## src/rtl/demux_reg_pkg.sv

```systemverilog
// Shared definitions for the registered 1:N write-side demultiplexer.
// Provides the lane-select width helper and the one-entry lane slot states.
package demux_reg_pkg;

    localparam int unsigned DEF_DATA_WIDTH = 16;
    localparam int unsigned DEF_NUM_DATA   = 16;

    typedef enum logic {
        LANE_EMPTY = 1'b0,
        LANE_FULL  = 1'b1
    } lane_state_t;

    // Ceil(log2(n)) with a floor of 1, so a single-lane build still has a select bit.
    function automatic int unsigned c_log_2(input int unsigned n);
        int unsigned r;
        r = 1;
        for (int unsigned i = 1; i < 31; i++) begin
            if ((32'd1 << i) < n) begin
                r = i + 1;
            end
        end
        return r;
    endfunction

endpackage

```

## src/rtl/demux_reg_if.sv

```systemverilog
// Producer/consumer bundle for demux_reg: serial write side and per-lane read side.
interface demux_reg_if
    import demux_reg_pkg::*;
#(
    parameter int unsigned DATA_WIDTH = DEF_DATA_WIDTH,
    parameter int unsigned NUM_DATA   = DEF_NUM_DATA,
    parameter int unsigned CTRL_WIDTH = c_log_2(NUM_DATA)
);

    logic [DATA_WIDTH-1:0]          data_in;
    logic [CTRL_WIDTH-1:0]          ctrl_in;
    logic                           valid_in;
    logic                           ready_out;
    logic [DATA_WIDTH*NUM_DATA-1:0] data_out;
    logic [NUM_DATA-1:0]            valid_out;
    logic [NUM_DATA-1:0]            ready_in;
    logic                           err_out;

    modport master (
        output data_in,
        output ctrl_in,
        output valid_in,
        input  ready_out,
        input  data_out,
        input  valid_out,
        output ready_in,
        input  err_out
    );

    modport slave (
        input  data_in,
        input  ctrl_in,
        input  valid_in,
        output ready_out,
        output data_out,
        output valid_out,
        input  ready_in,
        output err_out
    );

endinterface

```

## src/rtl/demux_reg_lane.sv

```systemverilog
// One-entry output slot of demux_reg: holds a word until its consumer takes it.
// A write in the same cycle as a drain refills the slot without a bubble.
module demux_lane
    import demux_reg_pkg::*;
#(
    parameter int unsigned DATA_WIDTH = DEF_DATA_WIDTH
) (
    input  logic                  clk,
    input  logic                  rst_n,
    input  logic                  wr_en,
    input  logic [DATA_WIDTH-1:0] wr_data,
    input  logic                  rd_ready,
    output logic                  valid,
    output logic [DATA_WIDTH-1:0] data,
    output logic                  full_ready
);

    lane_state_t state;
    lane_state_t state_nxt;

    always_ff @(posedge clk or negedge rst_n) begin
        if (!rst_n) begin
            state <= LANE_EMPTY;
        end else begin
            state <= state_nxt;
        end
    end

    always_comb begin
        state_nxt  = state;
        valid      = (state == LANE_FULL);
        full_ready = (state == LANE_EMPTY) | rd_ready;
        case (state)
            LANE_EMPTY: begin
                if (wr_en) begin
                    state_nxt = LANE_FULL;
                end
            end
            LANE_FULL: begin
                if (!wr_en && rd_ready) begin
                    state_nxt = LANE_EMPTY;
                end
            end
            default: state_nxt = LANE_EMPTY;
        endcase
    end

    // Drained data is left in place; it is only meaningful while valid is high.
    always_ff @(posedge clk or negedge rst_n) begin
        if (!rst_n) begin
            data <= '0;
        end else if (wr_en) begin
            data <= wr_data;
        end
    end

endmodule

```

## src/rtl/demux_reg.sv

```systemverilog
// Registered 1:NUM_DATA demultiplexer steering one word per cycle into the lane
// named by ctrl_in; each lane buffers a single word until its consumer drains it.
module demux_reg
    import demux_reg_pkg::*;
#(
    parameter int unsigned DATA_WIDTH         = DEF_DATA_WIDTH,
    parameter int unsigned NUM_DATA           = DEF_NUM_DATA,
    parameter int unsigned CTRL_WIDTH         = c_log_2(NUM_DATA),
    parameter int unsigned SHUFFLE_DATA_WIDTH = DATA_WIDTH * NUM_DATA
) (
    input  logic       clk,
    input  logic       rst_n,
    demux_reg_if.slave bus
);

    logic [31:0]                   sel_idx;
    logic [NUM_DATA-1:0]           sel;
    logic [NUM_DATA-1:0]           wr_en;
    logic [NUM_DATA-1:0]           lane_rdy;
    logic [NUM_DATA-1:0]           lane_valid;
    logic [SHUFFLE_DATA_WIDTH-1:0] lane_data;
    logic                          in_range;
    logic                          accept;
    logic                          err_q;

    assign sel_idx = 32'(bus.ctrl_in);

    generate
        if (NUM_DATA == (1 << CTRL_WIDTH)) begin : g_full_range
            assign in_range = 1'b1;
        end else begin : g_partial_range
            assign in_range = (sel_idx < 32'(NUM_DATA));
        end
    endgenerate

    always_comb begin
        sel = '0;
        for (int unsigned i = 0; i < NUM_DATA; i++) begin
            sel[i] = (sel_idx == i);
        end
    end

    // Out-of-range selects are always accepted and dropped so the producer never stalls.
    assign bus.ready_out = ~in_range | (|(sel & lane_rdy));
    assign accept        = bus.valid_in & bus.ready_out;
    assign wr_en         = {NUM_DATA{accept}} & sel;

    always_ff @(posedge clk or negedge rst_n) begin
        if (!rst_n) begin
            err_q <= 1'b0;
        end else if (accept && !in_range) begin
            err_q <= 1'b1;
        end
    end

    assign bus.err_out = err_q;

    generate
        for (genvar i = 0; i < NUM_DATA; i++) begin : g_lane
            demux_lane #(
                .DATA_WIDTH(DATA_WIDTH)
            ) u_lane (
                .clk        (clk),
                .rst_n      (rst_n),
                .wr_en      (wr_en[i]),
                .wr_data    (bus.data_in),
                .rd_ready   (bus.ready_in[i]),
                .valid      (lane_valid[i]),
                .data       (lane_data[i*DATA_WIDTH +: DATA_WIDTH]),
                .full_ready (lane_rdy[i])
            );
        end
    endgenerate

    assign bus.valid_out = lane_valid;
    assign bus.data_out  = lane_data;

    a_single_write : assert property (@(posedge clk) disable iff (!rst_n) $onehot0(wr_en));

endmodule
```

## src/flat_wrapper.sv

```systemverilog
// flat-port wrapper written by rule: the top's interface ports become plain ports
module demux_reg_flat import demux_reg_pkg::*;
#(
    parameter int unsigned DATA_WIDTH         = DEF_DATA_WIDTH,
    parameter int unsigned NUM_DATA           = DEF_NUM_DATA,
    parameter int unsigned CTRL_WIDTH         = c_log_2(NUM_DATA),
    parameter int unsigned SHUFFLE_DATA_WIDTH = DATA_WIDTH * NUM_DATA
)
  (clk, rst_n, bus_data_in, bus_ctrl_in, bus_valid_in, bus_ready_out, bus_data_out, bus_valid_out, bus_ready_in, bus_err_out);
  demux_reg_if #(.DATA_WIDTH(DATA_WIDTH), .NUM_DATA(NUM_DATA), .CTRL_WIDTH(CTRL_WIDTH)) bus_i ();
  input  logic clk;
  input  logic rst_n;
  input wire logic [$bits(bus_i.data_in)-1:0] bus_data_in;
  input wire logic [$bits(bus_i.ctrl_in)-1:0] bus_ctrl_in;
  input wire logic [$bits(bus_i.valid_in)-1:0] bus_valid_in;
  output wire logic [$bits(bus_i.ready_out)-1:0] bus_ready_out;
  output wire logic [$bits(bus_i.data_out)-1:0] bus_data_out;
  output wire logic [$bits(bus_i.valid_out)-1:0] bus_valid_out;
  input wire logic [$bits(bus_i.ready_in)-1:0] bus_ready_in;
  output wire logic [$bits(bus_i.err_out)-1:0] bus_err_out;
  assign bus_i.data_in = bus_data_in;
  assign bus_i.ctrl_in = bus_ctrl_in;
  assign bus_i.valid_in = bus_valid_in;
  assign bus_ready_out = bus_i.ready_out;
  assign bus_data_out = bus_i.data_out;
  assign bus_valid_out = bus_i.valid_out;
  assign bus_i.ready_in = bus_ready_in;
  assign bus_err_out = bus_i.err_out;
  demux_reg #(.DATA_WIDTH(DATA_WIDTH), .NUM_DATA(NUM_DATA), .CTRL_WIDTH(CTRL_WIDTH), .SHUFFLE_DATA_WIDTH(SHUFFLE_DATA_WIDTH)) u_core (.clk(clk), .rst_n(rst_n), .bus(bus_i));
endmodule
```

## config.mk

```make
export PLATFORM = sky130hd
export DESIGN_NAME = demux_reg_flat
export DESIGN_NICKNAME = d
export VERILOG_FILES = /design/src/rtl/demux_reg_pkg.sv /design/src/rtl/demux_reg_if.sv /design/src/rtl/demux_reg_lane.sv /design/src/rtl/demux_reg.sv /design/src/flat_wrapper.sv
export SDC_FILE = /design/constraint.sdc
export NUM_CORES = 1
export LEC_CHECK = 0
export ABC_CLOCK_PERIOD_IN_PS = 4900
export BUFFER_PORTS_ARGS = -buffer_cell sky130_fd_sc_hd__buf_2
export CORE_ASPECT_RATIO = 2
export CORE_MARGIN = 3
export CORE_UTILIZATION = 45
export CTS_CLUSTER_DIAMETER = 100
export DETAILED_ROUTE_END_ITERATION = 12
export GPL_TIMING_DRIVEN = 0
export MAX_ROUTING_LAYER = met4
export PLACE_DENSITY = 0.71
export SLEW_MARGIN = 20
export SYNTH_ARGS = -nofsm -noshare
export SYNTH_HDL_FRONTEND = slang
export SYNTH_SLANG_ARGS = --single-unit
```

## constraint.sdc

```tcl
create_clock -name clk -period 4.9 [get_ports clk]
set_input_delay 0.49 -clock clk [delete_from_list [all_inputs] [get_ports clk]]
set_output_delay 0.49 -clock clk [all_outputs]
set_load 0.01 [all_outputs]
```

* Word-level counts from Yosys, hierarchy flattened
Index checks and enable logic that the tools add are counted. W data, S select, Z words.
Operators by class: reductions and logical operators 34, muxes and demuxes 48, bitwise operators 35, equal/unequal tests 15
Operators by type and width (count):
- $and A16 B16 Y16 | 2
- $eq A4 B4 Y1 const B | 8
- $logic_not A32 Y1 | 1
- $mux W1 | 32
- $pmux W1 S2 | 16
- $eq A4 B3 Y1 const B | 4
- $logic_and A1 B1 Y1 | 16
- $logic_not A1 Y1 | 16
- $not A1 Y1 | 16
- $or A1 B1 Y1 | 16
- $reduce_or A16 Y1 | 1
- $eq A4 B2 Y1 const B | 2
- $eq A4 B1 Y1 const B | 1
- $and A1 B1 Y1 | 1
Word-level totals: logic and storage cells 164, flip-flop bits (word level) 272, bits of input ports 39, output and inout bits 274

* Depth between registers and ports, before layout
depth after elaboration 10, mapped depth 9, depth with buffers taken out 6

* Cells and area by module
Synthesis repeated with hierarchy kept, for this count alone.
Unflattened totals: cells, all modules 644, area, all modules 11315.9 µm²
Modules (own cells, without submodules):
- demux_lane | times used 16, cells each 37, area an instance 683.2 µm²
- demux_reg | times used 1, cells each 52, area an instance 385.4 µm²

* Worst setup path after synthesis
OpenSTA, ideal clock, no wires.
path kind input -> register, start point in bus_ctrl_in[2], end point reg u_core.g_lane[4].u_lane.data[10], library setup time 125 ps, cell stages on the path 8, buffers on the path 2, arrival 2452 ps, setup slack 2322 ps, cell sequence or4b_2 -> o311a_1 -> o2bb2ai_2 -> nor3b_4 -> or4_1 -> buf_4 -> buf_6 -> mux2_4
Between the ends: longest elaborated chain between the ends 5, elaborated cells between the ends (all ways) 20
Ends and longest elaborated chain:
- start: declaration | line flat_wrapper.sv:14 | input wire logic [$bits(bus_i.ctrl_in)-1:0] bus_ctrl_in;
- $logic_not A32 Y1, or another cell as far along | line demux_reg.sv:39 | sel[i] = (sel_idx == i);
- $and A16 B16 Y16 | line demux_reg.sv:44 | assign bus.ready_out = ~in_range | (|(sel & lane_rdy));
- $reduce_or A16 Y1 | line demux_reg.sv:44
- $and A1 B1 Y1 | line demux_reg.sv:45 | assign accept = bus.valid_in & bus.ready_out;
- $and A16 B16 Y16 (*) | line demux_reg.sv:46 | assign wr_en = {NUM_DATA{accept}} & sel;
- end signal: assignment | line demux_reg_lane.sv:53 | data <= wr_data;
- end: declaration | line demux_reg_lane.sv:14 | output logic [DATA_WIDTH-1:0] data,
Every way passes the cells marked *; elsewhere a longest branch is shown, timed or not. A chain may end at the register's enable or synchronous reset.

* Final worst setup path
start point reg u_core.g_lane[7].u_lane.state, end point reg u_core.g_lane[14].u_lane.data[6]
Between the ends: longest elaborated chain between the ends 6
Ends and longest elaborated chain:
- start: declaration | line demux_reg_lane.sv:18 | lane_state_t state;
- start signal: assignment | line demux_reg_lane.sv:25 | state <= state_nxt;
- $not A1 Y1 | line demux_reg_lane.sv:32 | full_ready = (state == LANE_EMPTY) | rd_ready;
- $or A1 B1 Y1 | line demux_reg_lane.sv:32
- $and A16 B16 Y16 | line demux_reg.sv:44
- $reduce_or A16 Y1 | line demux_reg.sv:44
- $and A1 B1 Y1 | line demux_reg.sv:45
- $and A16 B16 Y16 | line demux_reg.sv:46
- end signal: assignment | line demux_reg_lane.sv:53
- end: declaration | line demux_reg_lane.sv:14
No other way between the ends.

==> impl_metrics.ini <==
[status]
status = finished clean

[clock_network]
cts-htree-levels = 1
numCtsBuffers = 24
clkSinkCount = 272
clk_pin_slew_worst_paths_ps = 70
cts_tree = done
ctsRootBufferMaster = clkbuf_16
clockBufferDepth = 3
post_cts_resized = 0
post_cts_buffers = 0
clock_latency_ps = 550

[setup_path]
crit_type = flop to flop
required_ps = 5300
arrival_ps = 3310
startpoint_type = flop
worstReg2RegEnd = u_core.g_lane[14].u_lane.data[6]
cp-end-kind = flop
regToRegSetupSlack_ps = 1990
crit_fanout = 10
r2r_cells = 7
r2r-start = u_core.g_lane[7].u_lane.valid

[floorplanning]
initial_core_util_pct = 46.0
die_w_um = 117
io_pins = 313
dieArea_mm2 = 0.0265
core_area_mm2 = 0.0239
die_y_um = 227
row_count = 80

[pwr]
total_power_mw = 6.61
swShare_pct = 29.1
total_leakage_power_nw = 7.23
p_comb_share_pct = 25.2
power_density_mw_per_mm2 = 479
seqPwrFrac_pct = 46.2
vdd_drop_max_mv = 0.334
power.share.clock_pct = 28.6
power_switching_mw = 1.92
internal_power_mw = 4.69

[grt]
grt_start_max_net_pins = 79
grt_pass1_vias = 7196
track_usage_pct = 22.3
grt_pass1_wl_um = 43200
overflow = 0
antenna_found_initial = 1

[sta]
slew_viol_final = 0
min_period_ps = 2910
fin_worst_skew_ps = 36.0
timing.setup.tns_ps = 0
period_share_pct = 59.3
rsz0062_at_grt = no
max_slew_margin_pct = 38.4
finalSetupViolations = 0
worstMarginPinSlew_ps = 921
hold_violations = 0
max_freq_ghz = 0.344
hold_ws_ps = 135

[drt]
route.detailed.drc = 0
firstDrtPassIters = 4
wl_um = 29000
ant_nets = 0
avgRoutedWirePerCell_um = 21.8
drtIter0Drc = 374
drt-vias-per-instance = 5.10
vias = 6756

[run]
cap_violations = 0

[place]
place.gp.congestion = 0.814
placed_area_mm2 = 0.0130
dp_hpwl_um = 21900
port_buffers = 311

[synthesis]
synth_commonest_cells = 272 x dfrtp_1, 184 x mux2_2, 72 x mux2_4, 24 x buf_4, 20 x clkbuf_1
synthesis.area_mm2 = 0.0110
synth_flop_cell = dfrtp_1
syn_nets = 719
netlist.top_cell.by_area = dfrtp_1
ys_warn_count = 0
synthDominantCellAreaShare_pct = 61.9
synth.distinct_cells = 44
synthCells = 680
synth_seq_cells = 272
yosysMostFrequentCell = dfrtp_1
synth_edf_count = 0
synth.avg_cell_area_um2 = 16.2
ys_seq_area_share_pct = 61.9
async_flop_share_pct = 100
yosys-top-cells-area = dfrtp_1 62%, mux2_2 19%, mux2_4 9.8%

[cells_and_area]
area_growth_pct = 25.4
post-route-util_pct = 57.7
finalNetCount = 1060
final_area_mm2 = 0.0138
drive_above_1_share_pct = 64.4
fill_cells = 1930

[min_path]
hold_start = bus_ready_in[8]
min_path_cells = 2
hold_path.class = input port to flop
hold_path_end = u_core.g_lane[8].u_lane.valid
==> per-stage QoR <==
stage	instances	worst slack, ps
after global routing	1326	1870
after floorplan	680	2320
after CTS	1325	1930
after global placement	1278	-1590
final	1326	1990
after detailed placement	1281	1610
==> how the worst max path moves through the flow <==
stage	startpoint	to
finish	u_core.g_lane[7].u_lane.valid	u_core.g_lane[14].u_lane.data[6]
global route	u_core.g_lane[7].u_lane.valid	u_core.g_lane[14].u_lane.data[8]
CTS	u_core.g_lane[7].u_lane.valid	u_core.g_lane[14].u_lane.data[6]
detailed placement	bus_ctrl_in[2]	u_core.g_lane[14].u_lane.data[6]
global placement	rst_n	u_core.g_lane[15].u_lane.data[2]
floorplan	bus_ctrl_in[2]	u_core.g_lane[4].u_lane.data[10]
==> power groups by stage <==
stage | Clock, mW | Combinational [mW] | Sequential [mW]
after detailed placement | 0 | 1.70 | 3.09
after floorplan | 0 | 0.613 | 3.33
after CTS | 1.95 | 1.70 | 3.05
final | 1.89 | 1.67 | 3.05
after global placement | 0 | 1.66 | 3.07
after global routing | 2.02 | 1.79 | 3.12
==> cells in the final DEF, fill, tap and decap left out, drive strengths merged, types with 2 or more instances in the layout <==
cell / n
buf: 357
dfrtp: 272
mux2: 256
clkbuf: 50
inv: 13
o21ai: 10
clkinv: 9
nor2: 9
or4: 8
nand2: 7
nand2b: 6
o22ai: 6
nand3b: 4
o311ai: 2
nand4: 2
bufinv: 2
or2b: 2
o2111ai: 2
or4b: 2
nor3b: 2
nand3: 2
==> flip-flops by register name (all words and copies together) (netlist names) <==
register / cells
u_core.g_lane.u_lane.valid: 16
u_core.g_lane.u_lane.data: 256
==> final cells by class <==
type,instances,area [µm²],share of cell area (%)
antenna,1,2.50,0.0181
tap,287,359,2.60
clock buffer,30,643,4.66
timing repair buffer,315,1660,12.0
clock inverter,13,133,0.961
inverter,12,50.0,0.363
buffer,63,462,3.35
multi-input combinational,333,3680,26.7
sequential,272,6810,49.3
==> layer usage <==
layer	GRT usage (%)	up-vias	share of wire, %
met5	-	-	0
met4	9.30	0	4.4
met3	2.63	60	4.2
met2	38.8	217	54
met1	25.7	3437	38
li1	-	3042	-
==> cell families after synthesis <==
kind of cell	synth area share (%)
flip-flops	61.9
multiplexers	28.7
buffers and inverters	4.65
AND/OR/NAND/NOR	3.24
AO/OA/AOI/OAI	1.55
other	0.0341
==> worst max-delay path: stages (launching register included) <==
cell     delay [ps]
dfrtp_1         390
or2b_2          180
or4b_4          470
nand3_4         120
o21ai_2         120
nor2_1          670
buf_2           420
mux2_2          380
==> timing repair <==
item                                    in CTS  in global routing
hold buffers                                 1                  0
hold endpoints to repair                    50                  0
endpoints found under the setup margin       0                  0
Note: power is estimated with default switching activity, not from simulation.
